### src/rtl/ana_scan_pkg.sv
// ============================================================================
//  Module   : ana_scan_pkg
//  Purpose  : Shared types, select-code constants and channel picker for the
//             analog mux scan master.
//  Revision : 1.0 - initial release
// ============================================================================
`default_nettype none

package ana_scan_pkg;

    typedef enum logic [2:0] {
        S_IDLE     = 3'd0,
        S_SCAN     = 3'd1,
        S_WRITE    = 3'd2,
        S_SETTLE   = 3'd3,
        S_CONVERT  = 3'd4,
        S_RESULT   = 3'd5,
        S_DESELECT = 3'd6,
        S_DONE     = 3'd7
    } scan_state_e;

    localparam int         SEL_EN_BIT    = 3;
    localparam logic [3:0] SEL_DESELECT  = 4'h0;
    localparam int         SEL_BASE_CHAN = 17;

    typedef struct packed {
        logic       found;
        logic [2:0] ch;
    } pick_t;

    // Lowest enabled channel at or above 'from'; from=8 always yields none.
    function automatic pick_t next_chan(input logic [7:0] mask, input logic [3:0] from);
        pick_t p;
        p.found = 1'b0;
        p.ch    = 3'd0;
        for (int i = 7; i >= 0; i--) begin
            if (mask[i] && (4'(i) >= from)) begin
                p.found = 1'b1;
                p.ch    = 3'(i);
            end
        end
        return p;
    endfunction

endpackage

`default_nettype wire

### src/rtl/ana_scan_timer.sv
// ============================================================================
//  Module   : ana_scan_timer
//  Purpose  : Loadable down-counter with a zero flag, used for settle and
//             conversion-timeout intervals.
//  Revision : 1.0 - initial release
// ============================================================================
`default_nettype none

module ana_scan_timer #(
    parameter int W = 16
) (
    input  logic         clk,
    input  logic         reset_n,
    input  logic         load_i,
    input  logic [W-1:0] load_val_i,
    input  logic         dec_i,
    output logic         zero_o
);

    logic [W-1:0] cnt_q;

    always_ff @(posedge clk or negedge reset_n) begin
        if (!reset_n) begin
            cnt_q <= '0;
        end else if (load_i) begin
            cnt_q <= load_val_i;
        end else if (dec_i && (cnt_q != '0)) begin
            cnt_q <= cnt_q - 1'b1;
        end
    end

    assign zero_o = (cnt_q == '0);

endmodule

`default_nettype wire

### src/rtl/ana_mux_scan_master.sv
// ============================================================================
//  Module   : ana_mux_scan_master
//  Purpose  : Avalon-MM write-only master stepping the analog mux select PIO
//             through channels 17-24 and sequencing one ADC conversion each.
//             Define ANA_SCAN_TIMEOUT_EN to add the conversion timeout.
//  Revision : 1.0 - initial release
// ============================================================================
`default_nettype none

module ana_mux_scan_master
    import ana_scan_pkg::*;
#(
    parameter int SETTLE_CYCLES  = 50,
    parameter int TIMEOUT_CYCLES = 1023,
    parameter int ADC_W          = 12
) (
    input  logic             clk,
    input  logic             reset_n,
    input  logic             start,
    input  logic             abort,
    input  logic [7:0]       scan_mask,
    output logic [1:0]       avm_address,
    output logic             avm_chipselect,
    output logic             avm_write_n,
    output logic [3:0]       avm_writedata,
    output logic             adc_start,
    input  logic             adc_done,
    input  logic [ADC_W-1:0] adc_data,
    output logic             res_valid,
    output logic [2:0]       res_chan,
    output logic [ADC_W-1:0] res_data,
    output logic             res_err,
    output logic             busy,
    output logic             done
);

    // One timer width covers whichever interval is longer.
    localparam int MAX_CNT = (SETTLE_CYCLES > TIMEOUT_CYCLES) ? SETTLE_CYCLES : TIMEOUT_CYCLES;
    localparam int TMR_W   = $clog2(MAX_CNT + 1);

    scan_state_e      state_q, state_d;
    logic [7:0]       mask_q, mask_d;
    logic [3:0]       idx_q, idx_d;
    logic [2:0]       ch_q, ch_d;
    logic             aborted_q, aborted_d;

    logic             cs_q, wr_n_q, adc_start_q, res_valid_q, res_err_q, busy_q, done_q;
    logic [3:0]       wdata_q;
    logic [2:0]       res_chan_q;
    logic [ADC_W-1:0] res_data_q;

    logic             settle_load, settle_dec, settle_zero;
    logic [ADC_W-1:0] w_res_data;
    logic             w_res_err;
    logic [3:0]       w_sel;
    logic             w_abort_ok;
    pick_t            w_pick;

`ifdef ANA_SCAN_TIMEOUT_EN
    logic             tmo_load, tmo_dec, tmo_zero;
`endif

    ana_scan_timer #(.W(TMR_W)) u_settle (
        .clk        (clk),
        .reset_n    (reset_n),
        .load_i     (settle_load),
        .load_val_i (TMR_W'(SETTLE_CYCLES - 1)),
        .dec_i      (settle_dec),
        .zero_o     (settle_zero)
    );

`ifdef ANA_SCAN_TIMEOUT_EN
    ana_scan_timer #(.W(TMR_W)) u_timeout (
        .clk        (clk),
        .reset_n    (reset_n),
        .load_i     (tmo_load),
        .load_val_i (TMR_W'(TIMEOUT_CYCLES - 1)),
        .dec_i      (tmo_dec),
        .zero_o     (tmo_zero)
    );
`endif

    always_comb begin
        state_d     = state_q;
        mask_d      = mask_q;
        idx_d       = idx_q;
        ch_d        = ch_q;
        aborted_d   = aborted_q;
        settle_load = 1'b0;
        settle_dec  = 1'b0;
        w_res_data  = adc_data;
        w_res_err   = 1'b0;
        w_pick      = next_chan(mask_q, idx_q);
        w_abort_ok  = abort && (state_q != S_IDLE) && (state_q != S_DESELECT) && (state_q != S_DONE);
`ifdef ANA_SCAN_TIMEOUT_EN
        tmo_load    = 1'b0;
        tmo_dec     = 1'b0;
`endif

        case (state_q)
            S_IDLE: begin
                aborted_d = 1'b0;
                if (start) begin
                    mask_d  = scan_mask;
                    idx_d   = 4'd0;
                    state_d = S_SCAN;
                end
            end
            S_SCAN: begin
                if (w_pick.found) begin
                    ch_d    = w_pick.ch;
                    state_d = S_WRITE;
                end else begin
                    state_d = S_DESELECT;
                end
            end
            S_WRITE: begin
                settle_load = 1'b1;
                state_d     = S_SETTLE;
            end
            S_SETTLE: begin
                if (settle_zero) begin
`ifdef ANA_SCAN_TIMEOUT_EN
                    tmo_load = 1'b1;
`endif
                    state_d  = S_CONVERT;
                end else begin
                    settle_dec = 1'b1;
                end
            end
            S_CONVERT: begin
                if (adc_done) begin
                    state_d = S_RESULT;
                end
`ifdef ANA_SCAN_TIMEOUT_EN
                else if (tmo_zero) begin
                    w_res_data = '1;
                    w_res_err  = 1'b1;
                    state_d    = S_RESULT;
                end else begin
                    tmo_dec = 1'b1;
                end
`endif
            end
            S_RESULT: begin
                // ch=7 wraps the index to 8, which the picker treats as none left.
                idx_d   = {1'b0, ch_q} + 4'd1;
                state_d = S_SCAN;
            end
            S_DESELECT: state_d = aborted_q ? S_IDLE : S_DONE;
            S_DONE:     state_d = S_IDLE;
            default:    state_d = S_IDLE;
        endcase

        if (w_abort_ok) begin
            aborted_d = 1'b1;
            state_d   = S_DESELECT;
        end

        w_sel             = SEL_DESELECT;
        w_sel[SEL_EN_BIT] = 1'b1;
        w_sel[2:0]        = ch_d;
    end

    // Outputs are registered from the next-state decode so they align with the state.
    always_ff @(posedge clk or negedge reset_n) begin
        if (!reset_n) begin
            state_q     <= S_IDLE;
            mask_q      <= '0;
            idx_q       <= '0;
            ch_q        <= '0;
            aborted_q   <= 1'b0;
            cs_q        <= 1'b0;
            wr_n_q      <= 1'b1;
            wdata_q     <= SEL_DESELECT;
            adc_start_q <= 1'b0;
            res_valid_q <= 1'b0;
            res_chan_q  <= '0;
            res_data_q  <= '0;
            res_err_q   <= 1'b0;
            busy_q      <= 1'b0;
            done_q      <= 1'b0;
        end else begin
            state_q     <= state_d;
            mask_q      <= mask_d;
            idx_q       <= idx_d;
            ch_q        <= ch_d;
            aborted_q   <= aborted_d;
            cs_q        <= (state_d == S_WRITE) || (state_d == S_DESELECT);
            wr_n_q      <= !((state_d == S_WRITE) || (state_d == S_DESELECT));
            wdata_q     <= (state_d == S_WRITE) ? w_sel : SEL_DESELECT;
            adc_start_q <= (state_d == S_CONVERT) && (state_q != S_CONVERT);
            res_valid_q <= (state_d == S_RESULT);
            if (state_d == S_RESULT) begin
                res_chan_q <= ch_q;
                res_data_q <= w_res_data;
                res_err_q  <= w_res_err;
            end
            busy_q      <= (state_d != S_IDLE);
            done_q      <= (state_d == S_DONE);
        end
    end

    assign avm_address    = 2'b00;
    assign avm_chipselect = cs_q;
    assign avm_write_n    = wr_n_q;
    assign avm_writedata  = wdata_q;
    assign adc_start      = adc_start_q;
    assign res_valid      = res_valid_q;
    assign res_chan       = res_chan_q;
    assign res_data       = res_data_q;
    assign res_err        = res_err_q;
    assign busy           = busy_q;
    assign done           = done_q;

endmodule

`default_nettype wire

### config.mk
export PLATFORM = sky130hd
export DESIGN_NAME = ana_mux_scan_master
export DESIGN_NICKNAME = d
export VERILOG_FILES = /design/src/rtl/ana_scan_pkg.sv /design/src/rtl/ana_scan_timer.sv /design/src/rtl/ana_mux_scan_master.sv
export SDC_FILE = /design/constraint.sdc
export NUM_CORES = 1
export LEC_CHECK = 0
export BUFFER_PORTS_ARGS = -buffer_cell sky130_fd_sc_hd__buf_2
export CAP_MARGIN = 40
export CORE_UTILIZATION = 48
export DETAILED_ROUTE_END_ITERATION = 6
export PLACE_DENSITY = 0.82
export SLEW_MARGIN = 25
export SYNTH_ARGS = -nofsm -noshare
export SYNTH_HDL_FRONTEND = slang
export SYNTH_SLANG_ARGS = --single-unit
### constraint.sdc
create_clock -name clk -period 6 [get_ports clk]
set_clock_uncertainty 0.15 [all_clocks]
set_input_delay 0.9 -clock clk [delete_from_list [all_inputs] [get_ports clk]]
set_output_delay 0.9 -clock clk [all_outputs]
set_load 0.05 [all_outputs]
; Word-level counts from Yosys, hierarchy flattened
; Cells that the tools add are included.
[word_totals]
ff_bits = 54
inputBits = 25
wordCells = 93
[classes]
addsub = 2
magnitude_cmp = 8
n_eq_ne = 16
mux = 27
reduce_logical = 25
[ops]
columns = op, count
row1 = $mux 4, 10
row2 = $eq 3x3->1 const B, 8
row3 = $mux 3, 8
row4 = $pmux 3 s8, 1
row5 = $mux 10, 2
row6 = $ge 3x4->1 const A, 4
row7 = $logic_and 1x1->1, 13
row8 = $logic_not 10->1, 1
row9 = $reduce_bool 10->1, 1
row10 = $sub 10x1->10 const B, 1
row11 = $eq 3x2->1 const B, 3
row12 = $ne 3x3->1 const B, 3
row13 = $ge 1x4->1 const A, 2
row14 = $ge 2x4->1 const A, 2
row15 = $pmux 4 s2, 1
row16 = $reduce_bool 2->1, 3
row17 = $reduce_bool 3->1, 2
row18 = $mux 1, 5
row19 = $add 3x1->4 const B, 1
row20 = $reduce_and 2->1, 2
row21 = $eq 3x1->1 const B, 1
row22 = $logic_not 3->1, 1
row23 = $ne 2x2->1 const B, 1
row24 = $logic_not 1->1, 1
row25 = $logic_or 1x1->1, 1

; Depth between registers and ports, before layout
; Gate-level depths: netlist of the first run.
[logic_depth]
word_depth = 16
ltp_mapped = 9
depth_no_buf = 7

; Cells and area by module
; Synthesis of the first run repeated with hierarchy kept, for this count alone.
[unflattened]
hier_cells = 242
hier_area_um2 = 2628.8
[by_module_without_submodules]
columns = module, instances, cells_each, area_per_inst_um2, seq_area_each_um2
row1 = ana_mux_scan_master, 1, 175, 2006.9, 1102.3
row2 = ana_scan_timer, 1, 67, 621.8, 250.2

; Worst setup path before layout of the first run
; No wires, ideal clock.
[synth_path]
path_type = reg2reg
startpoint = register u_settle.cnt_q[3]
endpoint = register res_chan_q[0], in the netlist res_chan[0]
arrival_time_ps = 2274
t_required_ps = 5725
path_slack_ps = 3451
stages_incl_launch_ff = 9
path_buffers = 3
period_less_slack_ps = 2549
cell_sequence = dfrtp_1 > or4_4 > buf_6 > o41ai_1 > o211a_1 > or3_1 > buf_6 > buf_12 > mux2_4
[synth_between]
elab_chain_cells = 5
[synth_lines]
columns = element, line_no
row1 = from (decl), ana_scan_timer.sv:20  ; logic [W-1:0] cnt_q;
row2 = from (signal assigned), ana_scan_timer.sv:26  ; cnt_q <= load_val_i;
row3 = from (signal assigned), ana_scan_timer.sv:28  ; cnt_q <= cnt_q - 1'b1;
row4 = $logic_not 10->1, ana_scan_timer.sv:32  ; assign zero_o = (cnt_q == '0);
row5 = $mux 3, ana_mux_scan_master.sv:122  ; if (settle_zero) begin
row6 = $pmux 3 s8, ana_mux_scan_master.sv:100  ; case (state_q)
row7 = $mux 3, ana_mux_scan_master.sv:155  ; if (w_abort_ok) begin
row8 = $eq 3x3->1, ana_mux_scan_master.sv:194  ; if (state_d == S_RESULT) begin
row9 = to (signal assigned), ana_mux_scan_master.sv:195  ; res_chan_q <= ch_q;
row10 = to (decl), ana_mux_scan_master.sv:49  ; logic [2:0] res_chan_q;
; No other way between the ends.
; A chain may end at the register's enable or synchronous reset.

; Worst setup path in the final report of the first run
[layout_path]
startpoint = register u_settle.cnt_q[0]
endpoint = register res_chan_q[0], in the netlist res_chan[0]
; The elaborated chain is that of the path after synthesis.

==> metrics.cfg, run 1 <==
[status]
status=finished, final reports clean

[min_path]
hp-class=flop to flop

[critical_path]
worstPathCellList=inv_1 -> ha_1 -> or4b_4 -> o41ai_1 -> o211a_1 -> or3_1 -> buf_8 -> mux2_4
required_ps=6050
slowest_stage=or4b_4
r2r_slack_ps=3120
path_class=flop to flop
crit_buf_inv=2
crit_path_end_kind=flop
worstPathMaxFanout=10
slowest_delay_ps=510
path_delay_family=simple AND/OR/NAND/NOR gates
start_kind=flop
crit_arrival_ps=2920

[grt]
grt_pass1_vias=1621
grt_pass1_wl_um=7403
grt_start_max_net_pins=55
gr-total-overflow=0
track_usage_pct=17.83
antenna_found_initial=0

[routing]
num_vias=1805
firstDrtPassIters=4
avgViaCountPerCell=5.262
detail_route.wl_per_cell_um=13.35
ant_nets=0
drtIter0Drc=123
route.detailed.drc=0
drt-total-wl_um=4578

[synthesis]
synth-edff-count=0
synth.distinct_cells=49
ys_ff_latch=54
synth_ff_type=dfrtp_1
synth_area_mm2=0.002556
ys_warn_count=0
avgSynthCellArea_um2=11.41
ys_async_sr_fraction_pct=100.0
syn-instance-count=224
ys_seq_area_share_pct=52.91

[final_layout]
final_cell_mix=dfrtp_1 (53), buf_2 (49), nand2_1 (19), o21ai_0 (18), nor2_1 (15)
final_common_cell=dfrtp_1
drive_above_1_share_pct=31.87
antenna_cells=0
final_util_pct=57.20
area_growth_pct=14.29
fillers=431
fin_nets=300

[floorplan]
die_area_mm2=0.005621
core_area_mm2=0.005107
die_h_um=74.98
io_pins=53
start_util_pct=50.05
die_w_um=74.98
placement_rows=26

[cts]
cts_htree_levels=2
cts.path.max_buffers=2
numCtsBuffers=5
post_cts_buffers=0
cts_hold_buf=0
path_clk_slew_ps=90
cts_root_buffer=clkbuf_8
insertion_delay_ps=310
cts.repair.resized=0
clkSinkCount=54
cts_tree=built

[pwr]
swShare_pct=44.22
powerDensity_mw_per_mm2=562.8
p_seq_share_pct=38.7
pwr-share-clk_pct=14.8
p_leak_uw=0.001393
vdd_ir_drop_max_mv=0.3038
comb_power_share_pct=46.5
power_switching_uw=727.1
power.internal_uw=917.2

[sta]
finalCriticalPeriod_ps=2877
finalSetupViolations=0
hold_violations=0
drv_slew=0
worst-slew-pin-transition_ps=654.6
grt_setup_unrepaired=no
setup_tns_ps=0
slew_headroom_pct=56.36
max_clock_freq_mhz=347.6
fin_crit_sh_pct=47.95
timing.hold.ws_ps=363.3

[flow_run]
max_cap_viol_count=0

[placement]
routabilityCongestion=0.8386
hpwl_um=3312
io_buffers=49

-- power groups by stage --
stage	combinational, µW	clock (µW)	sequential [µW]
after floorplan	423	0	829
after global placement	743	0	630
after detailed placement	762	0	641
after CTS	764	249	634
after global routing	827	266	655
final	765	243	636
-- sequential cells by signal, indices dropped and copies added (netlist names) --
register and flops:
avm_writedata 4, avm_write_n 1, avm_chipselect 1, state_q 3, ch_q 3, done 1
res_valid 1, res_data 12, adc_start 1, mask_q 8, res_chan 3, u_settle.cnt_q 10
busy 1, idx_q 4, aborted_q 1
-- layer usage --
metal / GRT usage (%) / up-vias / share of wire, %
li1: - / 880 / -
met1: 23.63 / 858 / 47
met2: 26.73 / 58 / 45
met3: 5.221 / 9 / 5.7
met4: 9.015 / 0 / 2.4
met5: 0 / - / 0
-- synthesized netlist by cell type (all sizes together) (2+ instances only) --
library cell  instances  area (µm²)
dfrtp                53        1326
mux2                 22       281.5
nand2                19       71.32
o21ai                18       90.09
nor2                 15       56.30
a21oi                10       50.05
buf                   8       87.58
inv                   8       30.03
nand3                 6       30.03
nor3                  5       25.02
a21boi                4       30.03
clkbuf                4       35.04
nor2b                 4       25.02
nor4                  4       40.04
xnor2                 4       35.03
nand3b                3       22.52
xor2                  3       26.28
a22oi                 2       15.01
and2                  2       12.51
and3                  2       12.51
and3b                 2       17.52
ha                    2       25.02
o311ai                2       17.52
or2                   2       12.51
or3                   2       13.77
or4                   2       18.77
-- metrics by stage --
step                      power, µW  setup slack, ps  std cells  area, µm²
after detailed placement       1403             2836        334       2781
after global routing           1747             2967        343       2922
after global placement         1373             2999        334       2781
after CTS                      1647             2846        341       2894
final                          1644             3123        343       2922
after floorplan                1252             3451        226       2564
-- area by class of cell --
type	instances	area [µm²]	share of cell area (%)
Clock buffer	6	82.58	2.827
Clock inverter	1	30.03	1.028
Inverter	8	30.03	1.028
Multi-Input combinational cell	152	1059	36.23
Sequential cell	54	1353	46.30
Tap cell	70	87.58	2.998
Timing Repair Buffer	52	280.3	9.593
-- final timing paths --
path                                                from                       endpoint  cells past startpoint
setup reg to reg           u_settle.cnt_q[0]$_DFFE_PN0P_        res_chan[0]$_DFFE_PN0N_                      8
min in group asynchronous                        reset_n          aborted_q$_DFFE_PN0P_                      2
hold reg to reg                  res_data[0]$_DFFE_PN0N_        res_data[0]$_DFFE_PN0N_                      1
max in group asynchronous                        reset_n  u_settle.cnt_q[2]$_DFFE_PN0P_                      2
setup / recovery           u_settle.cnt_q[0]$_DFFE_PN0P_        res_chan[0]$_DFFE_PN0N_                      8
hold / removal                   res_data[0]$_DFFE_PN0N_        res_data[0]$_DFFE_PN0N_                      1
-- cell families after synthesis --
| family | Yosys count | synth area share (%) |
|---|---|---|
| other | 1 | 0.1467 |
| AND/OR/NAND/NOR | 73 | 15.76 |
| flip-flops | 54 | 52.91 |
| XOR/XNOR | 7 | 2.398 |
| AO/OA/AOI/OAI | 45 | 10.82 |
| buffers and inverters | 20 | 5.972 |
| multiplexers | 22 | 11.01 |
| adder cells (fa/ha/maj) | 2 | 0.9788 |
-- worst reg2reg max path: cells and delay by family (launching register included) --
family	cells	cell delay, ps
buf+inv	2	290
fa+ha+maj	1	150
simple gates	2	820
flops	1	420
compound gates	2	650
mux	1	310
Power figures use the tool's default switching activity.
==> inputs of run 2 (changes only) <==
PLACE_DENSITY = 0.85   (was 0.82)
clock period = 2.5 ns   (was 6 ns; I/O delays follow)
==> run 2 against run 1 <==
The run now ends with setup timing left; clock-buffer cell count shrank 1; non-clock buffer count increased by 13; largest cell class unchanged; final cell count rose by 4.1%; global-route usage rose by 0.64 points; highest routed layer unchanged; worst hold slack worse by 250 ps; critical endpoint is now res_data[10]$_DFFE_PN0N_; maximum frequency is 14% higher; register-to-register slack got worse by 3100 ps; wire length increased by 6.0%; combinational power rose to 2.6 times the previous value; first-iteration DRC count decreased by 44%; largest power group unchanged.
==> metrics.cfg, run 2 (synthesis results as in run 1) <==
[sta]
grt_setup_unrepaired=yes
fin_ws_ps=-24.37
slew_headroom_pct=67.21
hold_violations=0
finalCriticalPeriod_ps=2524
max_clock_freq_mhz=396.1
timing.hold.ws_ps=108.4
finalSetupViolations=10
drv_slew=0
worst-slew-pin-transition_ps=487.6
fin_crit_sh_pct=101.0

[critical_path]
crit_arrival_ps=2570
crit_buf_inv=2
worstPathCellList=inv_1 -> ha_1 -> or4b_4 -> nor4_4 -> a21oi_2 -> or3_4 -> buf_12 -> mux2_4
crit_path_end_kind=flop
worstPathMaxFanout=10
required_ps=2550
slowest_stage=or4b_4
start_kind=flop
path_delay_family=simple AND/OR/NAND/NOR gates
slowest_delay_ps=510
path_class=flop to flop

[placement]
hpwl_um=3531
routabilityCongestion=0.8693
io_buffers=49
dp.cells=346

[grt]
grt_pass1_wl_um=7665
gr-total-overflow=0
grt_start_max_net_pins=55
grt_pass1_vias=1712
track_usage_pct=18.47
antenna_found_initial=0

[final_layout]
largest_register_ff_count=12
drive_above_1_share_pct=36.24
final_cell_mix=dfrtp_1 (53), buf_2 (49), nand2_1 (19), o21ai_0 (18), nor2_1 (15)
instances_no_fill=357
final_common_cell=dfrtp_1
area_growth_pct=19.92
final_util_pct=60.02
antenna_cells=0
fin_nets=313

[floorplan]
die_area_mm2=0.005621
die_w_um=74.98
die_h_um=74.98
start_util_pct=50.05
placement_rows=26
core_area_mm2=0.005107
io_pins=53

[pwr]
powerDensity_mw_per_mm2=1338
finalPower_uw=4101
p_leak_uw=0.001470
vdd_ir_drop_max_mv=0.7521

[cts]
clkSinkCount=54
path_clk_slew_ps=100
cts_root_buffer=clkbuf_8
cts.path.max_buffers=2
numCtsBuffers=5
insertion_delay_ps=310
cts_tree=built
cts_htree_levels=2

[status]
violations=setup timing
status=finished, violations left

[min_path]
hp-class=input port to flop

[routing]
drtIter0Drc=69
route.detailed.drc=0
firstDrtPassIters=4
drt-total-wl_um=4853
ant_nets=0
detail_route.wl_per_cell_um=13.59
avgViaCountPerCell=5.294
num_vias=1890

[flow_run]
max_cap_viol_count=0

==> run 2: metal layers <==
layer / vias up / track usage, % / part of all wire, %
met5: - / 0 / 0
met4: 0 / 8.805 / 1.7
met3: 7 / 3.481 / 5.5
met2: 66 / 30.73 / 47
met1: 907 / 23.33 / 46
li1: 910 / - / -
==> run 2: tightest hold or removal path, cell delays in order <==
cell	delay [ps]
buf_2	80
nand2_1	30
o21ai_0	50
==> run 2: path summary, 6_finish.rpt <==
| path | from | to | slack, ps | depth (start not counted) |
|---|---|---|---|---|
| hold reg to reg | res_data[3]$_DFFE_PN0N_ | res_data[3]$_DFFE_PN0N_ | 370 | 1 |
| hold / removal | scan_mask[1] | mask_q[1]$_DFFE_PN0P_ | 110 | 3 |
| setup reg to reg | u_settle.cnt_q[0]$_DFFE_PN0P_ | res_data[10]$_DFFE_PN0N_ | -20 | 8 |
| max in group asynchronous | reset_n | avm_write_n$_DFF_PN1_ | 1480 | 3 |
| min in group asynchronous | reset_n | res_data[5]$_DFFE_PN0N_ | 430 | 3 |
| setup / recovery | u_settle.cnt_q[0]$_DFFE_PN0P_ | res_data[10]$_DFFE_PN0N_ | -20 | 8 |
==> run 2: report_power, final <==
| group | leakage (µW) | switching, µW | total, µW | internal, µW |
|---|---|---|---|---|
| sequential | 0.000669 | 281 | 1500 | 1220 |
| combinational | 0.000742 | 1260 | 2020 | 758 |
| clock | 0.0000587 | 281 | 584 | 303 |
| total | 0.00147 | 1820 | 4100 | 2280 |
==> run 2: layout make-up <==
cell class / instances / area, µm²
inverters: 8 / 30.03
multi-input cells: 152 / 1086
repair buffers: 65 / 392.9
fillers: 433 / 2042
well taps: 70 / 87.58
clock buffers: 5 / 68.82
clock inverters: 3 / 47.55
flip-flops and latches: 54 / 1353
==> run 2: per-stage QoR <==
stage / setup slack (ps) / setup TNS (ps) / instance area, µm²
floorplan: -17.02 / -153.2 / 2571
global placement: -9.755 / -53.14 / 2904
detailed placement: -61.98 / -491.3 / 2904
CTS: -21.75 / -115.4 / 3054
global route: -85.27 / -1132 / 3065
finish: -24.37 / -157.3 / 3065
==> run 2: timing repair <==
item | in CTS | in global routing
buffers inserted | 1 | 1
hold buffers | 1 | 0
gates resized for setup | 2 | 1
endpoints found under the hold margin | 53 | 0
endpoints found under the setup margin | 15 | 15
==> inputs of run 3 (changes only) <==
BUFFER_PORTS_ARGS = unset   (was -buffer_cell sky130_fd_sc_hd__buf_2)
DONT_BUFFER_PORTS = 1   (was unset)
PLACE_DENSITY = 0.76   (was 0.85)
==> run 3 against run 2 <==
The flow still finishes with violations (setup timing); largest cell class unchanged; critical endpoint is now res_data[2]$_DFFE_PN0N_; worst hold slack worse by 72 ps; design area is 6.3% lower; sequential power is 39% higher.
==> metrics.cfg, run 3 (synthesis results as in run 1) <==
[status]
status=finished, violations left
violations=setup timing

[final_layout]
final_cell_mix=dfrtp_1 (53), nand2_1 (19), o21ai_0 (18), nor2_1 (15), buf_4 (14)
largest_register_ff_count=12
antenna_cells=0
final_common_cell=dfrtp_1
drive_above_1_share_pct=24.58
area_growth_pct=12.33
fin_nets=266
stdcell_area_mm2=0.002872

[cts]
cts_htree_levels=2
insertion_delay_ps=310
numCtsBuffers=5
clkSinkCount=54
cts.path.max_buffers=2
cts_tree=built
cts_root_buffer=clkbuf_8
path_clk_slew_ps=90

[sta]
slew_headroom_pct=62.18
finalSetupViolations=15
fin_ws_ps=-84.07
hold_violations=0
fin_crit_sh_pct=103.4
grt_setup_unrepaired=yes
finalCriticalPeriod_ps=2584
max_clock_freq_mhz=387.0
drv_slew=0
worst-slew-pin-transition_ps=562.2

[pwr]
powerDensity_mw_per_mm2=1407
p_leak_uw=0.001288
vdd_ir_drop_max_mv=0.6726

[grt]
grt_pass1_vias=1668
gr-total-overflow=0
grt_start_max_net_pins=55
antenna_found_initial=0
track_usage_pct=18.68
grt_pass1_wl_um=7790

[routing]
detail_route.wl_per_cell_um=16.42
firstDrtPassIters=4
avgViaCountPerCell=5.548
ant_nets=0
drt-total-wl_um=5090
num_vias=1720
drtIter0Drc=113
route.detailed.drc=0

[critical_path]
worstPathMaxFanout=8
start_kind=flop
crit_arrival_ps=2620
path_class=flop to flop
required_ps=2540
crit_path_end_kind=flop

[floorplan]
start_util_pct=50.05
die_h_um=74.98
core_area_mm2=0.005107
io_pins=53
die_area_mm2=0.005621
placement_rows=26
die_w_um=74.98

[placement]
routabilityCongestion=0.8086
placed_area_mm2=0.002639
io_buffers=0
hpwl_um=3326
pre_cts_ws_ps=-27.30

[min_path]
hp-class=input port to flop

[flow_run]
max_cap_viol_count=0

==> run 3: changes by cell type in the layout (fill, tap and decap cells not counted), sizes merged <==
cell,change
buf,-48
clkbuf,+1
==> run 3: critical path, stage by stage (launching register included) <==
cell,delay (ps)
dfrtp_1,400
inv_1,80
ha_2,170
or4b_4,510
o41ai_4,270
o211a_1,240
or3_4,170
clkbuf_16,160
mux2_2,330
==> run 3: cell type report <==
type                            count  area (µm²)
Fill cell                         433        2236
Sequential cell                    54        1353
Multi-Input combinational cell    152        1101
Timing Repair Buffer               18       187.7
Tap cell                           70       87.58
Clock buffer                        5       68.82
Clock inverter                      3       43.79
Inverter                            8       30.03
==> run 3: per-stage QoR <==
| stage | cells | TNS (ps) | total power [µW] | hold slack [ps] | util [%] |
|---|---|---|---|---|---|
| floorplan | 226 | -153.2 | 3014 | -70.59 | - |
| global placement | 296 | 0 | 3263 | -69.79 | 51.67 |
| detailed placement | 296 | -115.6 | 3324 | -69.98 | 51.67 |
| CTS | 307 | 0 | 3971 | 26.53 | 55.07 |
| global route | 310 | -1505 | 4295 | 33.32 | 56.22 |
| finish | 310 | -627.8 | 4039 | 36.60 | 56.22 |
==> run 3: layer usage <==
metal / vias to the layer above / global-route usage, % / routed length [µm]
met3: 6 / 5.622 / 344
met1: 843 / 25.85 / 2341
met2: 57 / 27.73 / 2331
met4: 0 / 7.128 / 73
li1: 814 / - / -
met5: - / 0 / 0
==> run 3: path summary, 6_finish.rpt <==
kind                       slack, ps                 endpoint                           from  depth (start not counted)
setup / recovery                 -80  res_data[2]$_DFFE_PN0N_  u_settle.cnt_q[0]$_DFFE_PN0P_                          8
hold / removal                    40    mask_q[1]$_DFFE_PN0P_                   scan_mask[1]                          2
setup reg to reg                 -80  res_data[2]$_DFFE_PN0N_  u_settle.cnt_q[0]$_DFFE_PN0P_                          8
hold reg to reg                  360    mask_q[0]$_DFFE_PN0P_          mask_q[0]$_DFFE_PN0P_                          1
max in group asynchronous       1500    avm_write_n$_DFF_PN1_                        reset_n                          2
min in group asynchronous        430  res_data[7]$_DFFE_PN0N_                        reset_n                          2
==> run 3: power by group <==
part | switching [µW] | total [µW] | internal [µW]
Clock | 283 | 583 | 300
Combinational | 661 | 1360 | 702
Sequential | 883 | 2090 | 1210
==> run 3: repair_timing <==
| item | in CTS | in global routing |
|---|---|---|
| hold buffers | 2 | 0 |
| hold endpoints to repair | 54 | 0 |
| setup endpoints to repair | 12 | 22 |
| gates cloned | 0 | 1 |
| gates resized for setup | 2 | 5 |
| buffers inserted | 1 | 2 |
| pin swaps | 0 | 5 |
